===== config.mk =====
export PLATFORM = sky130hd
export DESIGN_NAME = decode_stage
export DESIGN_NICKNAME = d
export VERILOG_FILES = /design/src/rtl/decode_pkg.sv /design/src/rtl/decode_stage_regfile.sv /design/src/rtl/decode_stage.sv
export SDC_FILE = /design/constraint.sdc
export NUM_CORES = 1
export LEC_CHECK = 0
export CORE_UTILIZATION = 53
export DETAILED_ROUTE_END_ITERATION = 10
export GPL_TIMING_DRIVEN = 0
export PLACE_DENSITY_LB_ADDON = 0.12
export REMOVE_ABC_BUFFERS = 1
export SYNTH_ARGS = -nofsm -noshare
export SYNTH_HDL_FRONTEND = slang
export SYNTH_HIERARCHICAL = 1
export SYNTH_SLANG_ARGS = --single-unit

===== constraint.sdc =====
create_clock -name clk -period 4.5 [get_ports clk]
set_clock_uncertainty 0.2 [all_clocks]
set_input_delay 0.675 -clock clk [delete_from_list [all_inputs] [get_ports clk]]
set_output_delay 0.675 -clock clk [all_outputs]
set_load 0.005 [all_outputs]

===== src/rtl/decode_pkg.sv =====
// Shared definitions for the instruction-decode stage: field layout, opcodes,
// FSM states and the ID/EX register layout.
package decode_pkg;

    localparam int DATA_W   = 16;
    localparam int REG_AW   = 4;
    localparam int NUM_REGS = 16;

    localparam int OP_MSB   = 15;
    localparam int OP_LSB   = 12;
    localparam int FA_MSB   = 11;
    localparam int FA_LSB   = 8;
    localparam int FB_MSB   = 7;
    localparam int FB_LSB   = 4;
    localparam int FC_MSB   = 3;
    localparam int FC_LSB   = 0;
    localparam int JOFF_MSB = 11;

    typedef logic [3:0] opcode_t;

    localparam opcode_t OP_ALU  = 4'h0;
    localparam opcode_t OP_BEQ  = 4'h4;
    localparam opcode_t OP_BNE  = 4'h5;
    localparam opcode_t OP_LW   = 4'h8;
    localparam opcode_t OP_SW   = 4'hB;
    localparam opcode_t OP_JMP  = 4'hC;
    localparam opcode_t OP_HALT = 4'hF;

    // Opcode 0x1 is unassigned, so this word decodes as a plain NOP.
    localparam logic [DATA_W-1:0] NOP_INST = 16'h1000;

    typedef enum logic {
        RUN    = 1'b0,
        HALTED = 1'b1
    } state_t;

    typedef struct packed {
        logic              valid;
        logic              mem_read;
        logic              mem_write;
        logic              reg_write;
        logic [3:0]        op;
        logic [3:0]        func;
        logic [3:0]        rd;
        logic [DATA_W-1:0] a_data;
        logic [DATA_W-1:0] b_data;
        logic [DATA_W-1:0] imm;
    } idex_t;

    function automatic logic [DATA_W-1:0] sext4(input logic [3:0] v);
        return {{(DATA_W-4){v[3]}}, v};
    endfunction

    function automatic logic [DATA_W-1:0] sext12(input logic [11:0] v);
        return {{(DATA_W-12){v[11]}}, v};
    endfunction

endpackage


===== src/rtl/decode_stage_regfile.sv =====
// 16x16 register file for ID: two asynchronous read ports with write-through
// bypass, one synchronous write port, R0 hardwired to zero.
module id_regfile
    import decode_pkg::*;
(
    input  logic              clk,
    input  logic              rst,
    input  logic [REG_AW-1:0] ra_addr,
    output logic [DATA_W-1:0] ra_data,
    input  logic [REG_AW-1:0] rb_addr,
    output logic [DATA_W-1:0] rb_data,
    input  logic              we,
    input  logic [REG_AW-1:0] wa,
    input  logic [DATA_W-1:0] wd
);

    logic [DATA_W-1:0] regs_reg [NUM_REGS];

    logic [1:0][REG_AW-1:0] rd_addr;
    logic [1:0][DATA_W-1:0] rd_data;

    assign rd_addr = {rb_addr, ra_addr};
    assign ra_data = rd_data[0];
    assign rb_data = rd_data[1];

    always_ff @(posedge clk) begin
        if (!rst) begin
            for (int i = 0; i < NUM_REGS; i++) begin
                regs_reg[i] <= '0;
            end
        end else if (we && (wa != '0)) begin
            regs_reg[wa] <= wd;
        end
    end

    // R0 check comes first so a writeback aimed at R0 is never bypassed.
    generate
        for (genvar gi = 0; gi < 2; gi++) begin : g_rd
            assign rd_data[gi] = (rd_addr[gi] == '0)               ? '0 :
                                 (we && (wa == rd_addr[gi]))        ? wd :
                                                                      regs_reg[rd_addr[gi]];
        end
    endgenerate

endmodule


===== src/rtl/decode_stage.sv =====
// Instruction-decode stage: decodes the IF/ID slot, resolves branches/jumps,
// detects hazards, holds the HALT state and loads the ID/EX register.
module decode_stage
    import decode_pkg::*;
(
    input  logic              clk,
    input  logic              rst,
    input  logic [DATA_W-1:0] pc_in,
    input  logic [DATA_W-1:0] inst_in,
    input  logic              inst_valid_in,
    input  logic              wb_en,
    input  logic [REG_AW-1:0] wb_addr,
    input  logic [DATA_W-1:0] wb_data,
    output logic              stall,
    output logic              flush,
    output logic              branch_taken,
    output logic [DATA_W-1:0] branch_target,
    output logic              halted,
    output logic              ex_valid,
    output logic              ex_mem_read,
    output logic              ex_mem_write,
    output logic              ex_reg_write,
    output logic [3:0]        ex_op,
    output logic [3:0]        ex_func,
    output logic [3:0]        ex_rd,
    output logic [DATA_W-1:0] ex_a_data,
    output logic [DATA_W-1:0] ex_b_data,
    output logic [DATA_W-1:0] ex_imm
);

    state_t state_reg;
    state_t state_next;
    idex_t  ex_reg;
    idex_t  ex_next;

    logic [DATA_W-1:0] inst_eff;
    logic [3:0]        f_op;
    logic [3:0]        f_a;
    logic [3:0]        f_b;
    logic [3:0]        f_c;

    logic is_alu, is_lw, is_sw, is_beq, is_bne, is_jmp, is_halt;
    logic is_branch, uses_a, uses_b, issues;
    logic load_use, branch_dep, hazard;
    logic operands_equal, redirect;

    logic [DATA_W-1:0] rd_a;
    logic [DATA_W-1:0] rd_b;
    logic [DATA_W-1:0] br_offset;
    logic [DATA_W-1:0] redirect_addr;

    // An empty IF/ID slot is decoded as a NOP so it can never hazard or redirect.
    assign inst_eff = inst_valid_in ? inst_in : NOP_INST;
    assign f_op     = inst_eff[OP_MSB:OP_LSB];
    assign f_a      = inst_eff[FA_MSB:FA_LSB];
    assign f_b      = inst_eff[FB_MSB:FB_LSB];
    assign f_c      = inst_eff[FC_MSB:FC_LSB];

    always_comb begin
        is_alu    = (f_op == OP_ALU);
        is_lw     = (f_op == OP_LW);
        is_sw     = (f_op == OP_SW);
        is_beq    = (f_op == OP_BEQ);
        is_bne    = (f_op == OP_BNE);
        is_jmp    = (f_op == OP_JMP);
        is_halt   = (f_op == OP_HALT);
        is_branch = is_beq || is_bne;
        uses_a    = is_alu || is_sw || is_branch;
        uses_b    = is_alu || is_lw || is_sw || is_branch;
        issues    = is_alu || is_lw || is_sw;
    end

    id_regfile u_regfile (
        .clk     (clk),
        .rst     (rst),
        .ra_addr (f_a),
        .ra_data (rd_a),
        .rb_addr (f_b),
        .rb_data (rd_b),
        .we      (wb_en),
        .wa      (wb_addr),
        .wd      (wb_data)
    );

    assign load_use = ex_reg.valid && ex_reg.mem_read &&
                      ((uses_a && (ex_reg.rd == f_a)) || (uses_b && (ex_reg.rd == f_b)));

    // Branches compare in ID, so any in-flight ALU/LW result they read must land first.
    assign branch_dep = is_branch && ex_reg.valid && ex_reg.reg_write && (ex_reg.rd != '0) &&
                        ((ex_reg.rd == f_a) || (ex_reg.rd == f_b));

    assign hazard = inst_valid_in && (load_use || branch_dep);

    assign operands_equal = (rd_a == rd_b);
    assign redirect       = is_jmp || (is_beq && operands_equal) || (is_bne && !operands_equal);
    assign br_offset      = is_jmp ? sext12(inst_eff[JOFF_MSB:0]) : sext4(f_c);
    assign redirect_addr  = pc_in + (br_offset << 1);

    always_ff @(posedge clk) begin
        if (!rst) begin
            state_reg <= RUN;
            ex_reg    <= '0;
        end else begin
            state_reg <= state_next;
            ex_reg    <= ex_next;
        end
    end

    always_comb begin
        state_next    = state_reg;
        stall         = 1'b0;
        flush         = 1'b0;
        branch_taken  = 1'b0;
        branch_target = '0;
        ex_next       = '0;
        if (rst) begin
            case (state_reg)
                RUN: begin
                    stall = hazard;
                    if (!hazard) begin
                        if (redirect) begin
                            branch_taken  = 1'b1;
                            flush         = 1'b1;
                            branch_target = redirect_addr;
                        end
                        if (is_halt) begin
                            state_next = HALTED;
                        end
                        if (issues) begin
                            ex_next.valid     = 1'b1;
                            ex_next.mem_read  = is_lw;
                            ex_next.mem_write = is_sw;
                            ex_next.reg_write = is_alu || is_lw;
                            ex_next.op        = f_op;
                            ex_next.func      = f_c;
                            ex_next.rd        = (is_alu || is_lw) ? f_a : 4'h0;
                            ex_next.a_data    = rd_a;
                            ex_next.b_data    = rd_b;
                            ex_next.imm       = sext4(f_c);
                        end
                    end
                end
                HALTED: begin
                    stall = 1'b1;
                end
                default: begin
                    state_next = RUN;
                end
            endcase
        end
    end

    assign halted       = (state_reg == HALTED);
    assign ex_valid     = ex_reg.valid;
    assign ex_mem_read  = ex_reg.mem_read;
    assign ex_mem_write = ex_reg.mem_write;
    assign ex_reg_write = ex_reg.reg_write;
    assign ex_op        = ex_reg.op;
    assign ex_func      = ex_reg.func;
    assign ex_rd        = ex_reg.rd;
    assign ex_a_data    = ex_reg.a_data;
    assign ex_b_data    = ex_reg.b_data;
    assign ex_imm       = ex_reg.imm;

endmodule


==> impl_metrics.json <==
{
  "syn_area_per_cell_um2": 12.3,
  "grt_pass1_wl_um": 85800,
  "cts_tree": "done",
  "startpoint_type": "input pin",
  "combinationalPowerShare_pct": 21.2,
  "multi_input_area_um2": 9240,
  "netlist_area_um2": 17000,
  "finalWirelength_um": 60300,
  "cts-root-buf": "clkbuf_16",
  "yosys.area.top_type_share_pct": 45.1,
  "synth_top_area_cell": "edfxtp_1",
  "dieHeight_um": 181,
  "rr_startpoint": "u_regfile/regs_reg[13][11]",
  "dieArea_um2": 32900,
  "pwr-share-seq_pct": 43.4,
  "synth-compound-area-share_pct": 8.89,
  "fin_nets": 1705,
  "fin_tns_setup_ps": -9840,
  "ys_seq_area_share_pct": 50.9,
  "finalSetupViolCount": 18,
  "finalCritPeriodShare_pct": 114,
  "place_congestion": 0.866,
  "hold_viol_final": 0,
  "cts_buffer_depth": 3,
  "rows": 65,
  "synth_edf_count": 256,
  "layout.cells.non_filler": 2061,
  "max_freq_mhz": 195,
  "cts_buffers": 35,
  "intPower_mw": 5.44,
  "crit_end": "branch_target[12]",
  "grt_start_max_net_pins": 48,
  "synth_adder_area_share_pct": 1.29,
  "worstMarginPinSlew_ps": 1520,
  "synthFlopType": "edfxtp_1",
  "setup.worst_path.end_class": "primary output",
  "hp-class": "flop to flop",
  "ys_async_sr_fraction_pct": 0,
  "yosys-top-cells-area": "edfxtp_1 (45%), and2_1 (9.2%), mux4_2 (8.5%)",
  "swShare_pct": 28.1,
  "core_region_area_um2": 31600,
  "grt_setup_unrepaired": "true",
  "dpl.cell_count": 1822,
  "cellPowerDensity_nw_per_um2": 331,
  "required_ps": 3620,
  "rr_worst_depth": 22,
  "die_x_um": 181,
  "status": "finished, violations left",
  "largest_reg_flops": 256,
  "slew_viol_final": 17,
  "clk_pin_slew_worst_paths_ps": 50,
  "path_class": "input pin to primary output",
  "switchingPower_mw": 2.13,
  "maxCapViolCount": 1,
  "fillers": 1996,
  "grt_overflow": 0,
  "startpoint": "inst_in[4]",
  "rrSetupSlack_ps": 480,
  "yosysUniqueCellTypes": 63,
  "violations": "capacitance limit, slew limit, setup timing",
  "crit_arrival_ps": 4260,
  "register_area_um2": 8670,
  "h-tree-depth": 2,
  "worstHoldStart": "halted",
  "slew_headroom_pct": -1.51,
  "finalWorstSetupSlack_ps": -636,
  "synth_mux_area_share_pct": 16.1,
  "synth_seq_cells": 305,
  "vdd_drop_max_mv": 0.290,
  "synth_xor_area_share_pct": 2.06,
  "drc": 0,
  "synth_cells": 1385,
  "synth-simple-area-share_pct": 16.0,
  "pin_count": 140,
  "p_clk_share_pct": 35.4,
  "cp_max_fo": 6,
  "finalCriticalPeriod_ps": 5140,
  "track_usage_pct": 36.1,
  "start_util_pct": 54.0,
  "leakage_nw": 8.33,
  "final_antenna_net_count": 0,
  "clock-sinks": 305,
  "vias": 13700,
  "synth_top_family_by_area": "multiplexers",
  "via_per_inst": 6.65,
  "wire_per_inst_um": 29.2,
  "r2r_end": "ex_b_data[11]",
  "drtIter0Drc": 1671,
  "dp_hpwl_um": 33400,
  "insertion_delay_ps": 530,
  "drt-pass1-iter-count": 5,
  "synthToLayoutAreaGrowth_pct": 34.3,
  "ys_warn_count": 6,
  "port_buffers": 139,
  "final_layout_size_suffix_gt1_share_pct": 31.9,
  "antenna_found_initial": 1,
  "grt_pass1_vias": 13200
}
cells by family (layout without fill, tap and decap cells):
group                      count (synthesis)  count (layout)
AOI/OAI and AO/OA                        227             227
xor gates and xnor gates                  40              40
adders and majority gates                 17              17
buffers and inverters                    147             392
DFF                                      305             305
muxes                                    194             194
other                                      2              18
and+or+nand+nor                          453             466
synthesized netlist by cell type (all sizes together), types with 34 or more instances:
| cell | n |
|---|---|
| edfxtp | 256 |
| and2 | 251 |
| mux2i | 128 |
| buf | 76 |
| mux4 | 64 |
| o22ai | 64 |
| clkbuf | 61 |
| dfxtp | 49 |
| and3 | 43 |
| nor2 | 34 |
| o31ai | 34 |
layout make-up:
type | instances | share of cell area [%]
tap | 402 | 2.20
sequential | 305 | 37.9
timing repair buffer | 316 | 14.4
clock buffer | 49 | 4.28
timing repair inverter | 3 | 0.137
clock inverter | 14 | 0.399
antenna | 1 | 0.0109
multi-input combinational | 961 | 40.4
inverter | 10 | 0.317
cell usage in the layout (no fill, tap or decap), types with 9 or more instances in the layout:
cell | synthesis | final
mux2i_1 | 128 | 120
and2_4 | 0 | 9
o21ai_0 | 22 | 12
nand2_1 | 30 | 26
o22ai_1 | 64 | 23
o22ai_2 | 0 | 26
nor2_1 | 34 | 19
clkbuf_16 | 0 | 37
a31oi_2 | 0 | 13
buf_12 | 0 | 18
buf_2 | 29 | 21
buf_6 | 13 | 43
mux4_2 | 64 | 64
a31oi_1 | 33 | 10
o22ai_4 | 0 | 15
dfxtp_1 | 49 | 49
o21ai_2 | 0 | 10
o31ai_1 | 34 | 25
clkdlybuf4s50_1 | 0 | 107
ha_1 | 16 | 16
a211oi_4 | 0 | 26
nand3_1 | 31 | 31
clkbuf_1 | 57 | 10
xnor2_1 | 22 | 16
a21oi_1 | 16 | 16
xor2_1 | 18 | 15
conb_1 | 2 | 17
buf_4 | 32 | 100
and2_1 | 251 | 245
a31oi_4 | 0 | 10
and3_1 | 43 | 42
edfxtp_1 | 256 | 256
buf_16 | 0 | 9
worst max-delay path, cell delays in order:
cell and delay [ps]:
buf_8 110, and2_4 210, buf_4 140, buf_12 100, buf_16 130, mux4_2 550, a211oi_4 390, a31oi_4 160
xor2_2 180, nor4_4 360, a41oi_2 210, xnor2_2 210, nand4_4 210, buf_4 210, buf_6 110, nor4_4 110
buf_2 150
worst min path at each step:
stage | slack [ps] | to | cells past startpoint
floorplan | 310 | halted | 1
global placement | 300 | halted | 1
detailed placement | 340 | halted | 1
CTS | 350 | halted | 1
global route | 360 | halted | 1
finish | 350 | halted | 1
per-stage QoR:
stage / setup WS, ps / hold slack, ps / total power [mW] / util [%] / cell area (µm²)
after floorplan: -2040 / 306 / 3.91 / - / 16300
after global placement: -6450 / 302 / 4.31 / 57.7 / 18200
after detailed placement: -3650 / 339 / 4.34 / 58.9 / 18600
after CTS: -511 / 351 / 7.42 / 70.9 / 22400
after global routing: -753 / 364 / 7.74 / 72.5 / 22900
final: -636 / 348 / 7.56 / 72.5 / 22900
power by group through the flow:
stage,registers (mW),clock network [mW],logic [mW]
detailed placement,3.33,0,1.00
global route,3.30,2.81,1.64
global placement,3.33,0,0.983
finish,3.29,2.67,1.60
CTS,3.28,2.69,1.45
floorplan,3.31,0,0.592
layer usage:
layer	GRT usage (%)	vias to the layer above	share of wire [%]
met3	9.37	245	12
met4	20.5	0	6.3
li1	-	5723	-
met2	54.8	1006	45
met1	47.1	6735	37
met5	0	-	0
what timing repair did:
item / CTS / global route
cloned: 24 / 1
hold buffers: 0 / 0
pin swaps: 78 / 30
setup endpoints to repair: 30 / 67
buffers inserted: 124 / 35
gates resized for setup: 393 / 67
No activity file was read; power rests on OpenSTA's default activity.
